==> config.mk <==
export PLATFORM = sky130hd
export DESIGN_NAME = reg_bank
export DESIGN_NICKNAME = d
export VERILOG_FILES = /design/src/rtl/reg_bank.sv
export SDC_FILE = /design/constraint.sdc
export NUM_CORES = 2
export LEC_CHECK = 0
export BUFFER_PORTS_ARGS = -buffer_cell sky130_fd_sc_hd__buf_2
export CORE_AREA = 3 3 325 327
export DETAILED_ROUTE_END_ITERATION = 8
export DIE_AREA = 0 0 328 330
export PLACE_DENSITY = 0.66
export SLEW_MARGIN = 10
export SYNTH_ARGS = -nofsm -noshare
export SYNTH_HDL_FRONTEND = slang
export SYNTH_SLANG_ARGS = --single-unit
==> constraint.sdc <==
create_clock -name CLK -period 2 [get_ports CLK]
set_input_delay 0.2 -clock CLK [delete_from_list [all_inputs] [get_ports CLK]]
set_output_delay 0.2 -clock CLK [all_outputs]
set_load 0.005 [all_outputs]
==> src/rtl/reg_bank.sv <==
// Register bank: mem_depth words of size bits, two combinational read ports, one write port.
// Register 0 and any address at or above mem_depth read as zero and ignore writes.
module reg_bank #(
    parameter int unsigned size      = 32,
    parameter int unsigned mem_depth = 32  // at most 32: addresses are 5 bits
) (
    input  logic            CLK,
    input  logic            aRSTn,      // synchronous, active-high
    input  logic            ENA_WRITE,
    input  logic [4:0]      WRITE_REG,
    input  logic [size-1:0] WRITE_DATA,
    input  logic [4:0]      READREG_1,
    input  logic [4:0]      READREG_2,
    output logic [size-1:0] read_data1,
    output logic [size-1:0] read_data2
);

    // Full 32-entry view so every 5-bit address decodes; unbacked entries are tied to zero.
    logic [size-1:0] regs [32];

    for (genvar g = 0; g < 32; g++) begin : g_reg
        if (g == 0 || g >= int'(mem_depth)) begin : g_zero
            assign regs[g] = '0;
        end else begin : g_store
            logic [size-1:0] word_q;
            logic            wr_en;

            assign wr_en = ENA_WRITE && (WRITE_REG == 5'(g));

            // Reset wins over a write in the same cycle.
            always_ff @(posedge CLK) begin
                if (aRSTn) begin
                    word_q <= '0;
                end else if (wr_en) begin
                    word_q <= WRITE_DATA;
                end
            end

            assign regs[g] = word_q;
        end
    end

    // No bypass: a read in the write cycle sees the value from before the edge.
    assign read_data1 = regs[READREG_1];
    assign read_data2 = regs[READREG_2];

endmodule

==> parameters.txt <==
Parameter                              Value

Floorplanning
  Chip Width ... 328 um
  Number of top-level pins ... approximately 110
  Chip Height ... 330 um
  Core Footprint ... 103200 um^2
  Die outline area ... about 110000 um^2
  Starting density of the core ... 49.70%
  Number of rows in the core area ... around 120

Cells and area
  P&R area growth vs syn ... 21.93%
  Final layout net count ... 6675
  Largest registers ... g.g_store.word_q x992
  Largest register FFs ... 992
  Most flop-heavy register ... g.g_store.word_q
  Area of all sequential standard cells ... 19940 um^2
  Fraction of final layout cells with drive strength greater than 1 ... between 10% and 20%
  Fill cell count ... 8750
  Area of the multi-input gates ... 30680 um^2

Setup path
  CP Launch Type ... flop
  Biggest cell delay along the critical path ... 0.50 ns
  Endpoint arrival time on the critical path ... ~2.5 ns
  Critical path endpoint category ... output port
  CP max stage cell ... sky130_fd_sc_hd__mux4_2
  Most numerous cell on the critical path ... sky130_fd_sc_hd__buf_6
  Critical path class ... reg -> out
  Worst Path Required ... 1.80 ns
  CP Max Fanout ... 2
  Cells traversed along the worst timing path ... buf_6 > mux4_2 > nor2b_4 > nor3_4 > a31oi_1 > buf_4 > nand3_4 > buf_6

GRT
  Antenna violations before repair ... 8
  Vias in the first global route ... 47810
  GRT Residual Overflow ... 0
  Maximum number of pins on one net before global-route repair ... 90
  Global Route Usage Sum ... 35.03%
  First-pass GRT wire length ... 294200 um

STA
  Final period demand of the worst path ... 2.698 ns
  Worst-margin pin slew ... between 0.8 and 0.9 ns
  Setup-failing EPs final ... 64
  Worst slew margin relative to its limit ... 42.50%
  Worst Hold Slack ... between 0.06 and 0.07 ns
  Unrepaired setup endpoints after global routing ... true
  Endpoints failing hold ... 0
  Top achievable clock speed ... 370.7 MHz
  Count of final max-slew check failures ... 0
  Final Cycle Share ... 134.9%
  Setup TNS ... -31.96 ns
  Post-route setup slack ... -0.6979 ns
  Layout Skew ... 0 ns

Clocking
  Longest Clk Path Bufs ... 3
  CTS Sinks ... 992
  Clock buffer count from CTS ... 106
  CTS Root Cell ... sky130_fd_sc_hd__clkbuf_16
  CTS tree ... built
  Worst skew pair latency ... around 0.68 ns
  Depth of the CTS H-tree ... 3
  Clock transition at the register clock pins on the worst setup and hold paths after CTS ... around 0.06 ns

Place
  Routability Congestion ... 0.9351
  Sum of net half-perimeters after detailed placement ... 122000 um
  Number of buffers inserted by port buffering ... 113
  Placement-stage worst setup slack ... -0.4546 ns

Power and ir drop
  Sw Ratio ... about a quarter
  Leakage ... 0.02308 uW
  Power share of the sequential group ... 42.9%
  Internal power component ... approximately 34000 uW
  Clock network power share ... ~45%
  Worst supply voltage drop on vdd ... 732.2 uV
  Net switching power figure ... 12420 uW
  Cell Pwr Density ... 746.2 nW/um^2
  Combinational cell fraction of total power ... 12.3%
  Total design power ... 46670 uW

Synthesis
  Post-synth top area share ... 38.72%
  Count of state elements after synthesis ... 992
  Post-synth net total ... 6630
  Number of instances in the synthesized netlist ... 6580
  Cell taking the most area after synthesis ... sky130_fd_sc_hd__dfxtp_1
  Sequential-to-total area share from yosys stat ... 38.72%
  Warning count from the yosys run ... 0
  Cell area after synthesis ... 51290 um^2
  Mean cell area of the mapped netlist ... between 7 and 8 um^2
  Distinct cell type count of the synthesized netlist ... 29
  Largest cells by area after synthesis ... sky130_fd_sc_hd__dfxtp_1 (39%), sky130_fd_sc_hd__nand2_1 (16%), sky130_fd_sc_hd__mux2i_1 (15%), sky130_fd_sc_hd__a21oi_1 (11%), sky130_fd_sc_hd__a22oi_1 (3.7%)

Route
  First-pass iteration count of the detailed router ... 6
  Average wire per cell in the routed design ... roughly 24 um
  Detailed-route via count ... 50810
  ANT nets after route ... 0
  Detailed router's first-iteration violation count ... 6826
  Number of vias per cell after detailed routing ... 6.272
  Drc violations ... 0
  Detailed Route WL ... 198000 um

Run
  Max-cap violation count ... 0

Min path
  Worst min-delay path category ... in -> reg

Outcome
  Violations in the final reports ... setup timing
  Outcome ... finished with violations
## through the flow
stage | utilization (%) | instance area [um^2] | cells
2_1_floorplan | - | 51290 | 6580
3_3_place_gp | 54.93 | 56690 | 7895
3_5_place_dp | 54.93 | 56690 | 7895
4_1_cts | 59.74 | 61650 | 8091
5_1_grt | 60.60 | 62540 | 8100
6_report | 60.60 | 62540 | 8102
## worst max-delay path: cells and delay by family (launching register included)
kind	cells	cell delay, ns
mux	1	0.50
flops	1	0.32
buf+inv	3	0.45
simple gates	3	0.36
compound gates	1	0.19
## area by class of cell
type	instances	share of cell area, %
timing repair buffer	589	10.38
clock inverter	48	0.8502
multi-input combinational	4936	49.05
tap	1380	2.761
clock buffer	150	5.051
sequential	992	31.88
antenna	7	0.02801
## worst paths after layout
check	start	end	slack [ns]	cells after the start
setup / recovery	g_reg[7].g_store.word_q[9]	read_data1[9]	-0.70	8
hold reg to reg	g_reg[7].g_store.word_q[26]	g_reg[7].g_store.word_q[26]	0.46	2
hold / removal	WRITE_DATA[16]	g_reg[1].g_store.word_q[16]	0.07	3
setup reg to reg	g_reg[7].g_store.word_q[11]	g_reg[7].g_store.word_q[11]	1.18	4
## power groups by stage
stage	logic, uW	clock network [uW]	registers [uW]
5_1_grt	5930	21700	20000
3_3_place_gp	5080	0	20400
4_1_cts	5370	21000	20000
6_report	5750	20900	20000
2_1_floorplan	2770	0	20400
3_5_place_dp	5120	0	20400
## cells in the mapped netlist, drive strengths merged
cell type / number
nand2b: 7
mux2i: 768
buf: 247
dfxtp: 992
mux4: 64
nand2: 2148
nor4: 8
nor2b: 74
a31oi: 64
a21oi: 1120
a22oi: 256
or2: 5
clkbuf: 405
nor2: 21
nand3: 192
a221oi: 64
and2: 4
mux2: 64
nand4: 1
nor3: 76
## cells in the final DEF (no fill, tap or decap), types with 10 or more instances in the layout
master and n:
sky130_fd_sc_hd__a21oi_1 1120, sky130_fd_sc_hd__a221oi_2 32, sky130_fd_sc_hd__a221oi_4 23, sky130_fd_sc_hd__a22oi_1 256, sky130_fd_sc_hd__a31oi_1 56, sky130_fd_sc_hd__buf_12 165, sky130_fd_sc_hd__buf_2 74, sky130_fd_sc_hd__buf_4 302
sky130_fd_sc_hd__buf_6 44, sky130_fd_sc_hd__clkbuf_1 11, sky130_fd_sc_hd__clkbuf_16 107, sky130_fd_sc_hd__clkbuf_8 32, sky130_fd_sc_hd__clkinv_2 23, sky130_fd_sc_hd__dfxtp_1 927, sky130_fd_sc_hd__dfxtp_2 65, sky130_fd_sc_hd__mux2_2 42
sky130_fd_sc_hd__mux2_4 22, sky130_fd_sc_hd__mux2i_1 768, sky130_fd_sc_hd__mux4_2 64, sky130_fd_sc_hd__nand2_1 2137, sky130_fd_sc_hd__nand2_2 10, sky130_fd_sc_hd__nand3_1 134, sky130_fd_sc_hd__nand3_2 26, sky130_fd_sc_hd__nand3_4 32
sky130_fd_sc_hd__nor2_4 14, sky130_fd_sc_hd__nor2b_1 20, sky130_fd_sc_hd__nor2b_2 39, sky130_fd_sc_hd__nor2b_4 15, sky130_fd_sc_hd__nor3_2 47, sky130_fd_sc_hd__nor3_4 21
## cells by family after synthesis
kind of cell    Yosys count  share of synthesized area, %
compound gates         1504                         16.55
buf+inv                 652                         5.520
flops                   992                         38.72
mux                     896                         19.20
simple gates           2536                         20.01
## per-layer routing
layer / GRT usage, % / vias to the layer above / share of wire [%]
li1: - / 22720 / -
met1: 47.14 / 24400 / 40
met2: 53.48 / 3118 / 44
met3: 8.138 / 579 / 12
met4: 15.87 / 2 / 4.7
met5: 0 / - / 0.0035
## repair_timing
action / 4_1_cts / 5_1_grt
resized for setup: 272 / 160
hold buffers: 1 / 0
buffers inserted: 1 / 4
pin swaps: 69 / 43
setup endpoints to repair: 64 / 64
hold endpoints to repair: 16 / 0
Note: power is estimated with default switching activity, not from simulation.
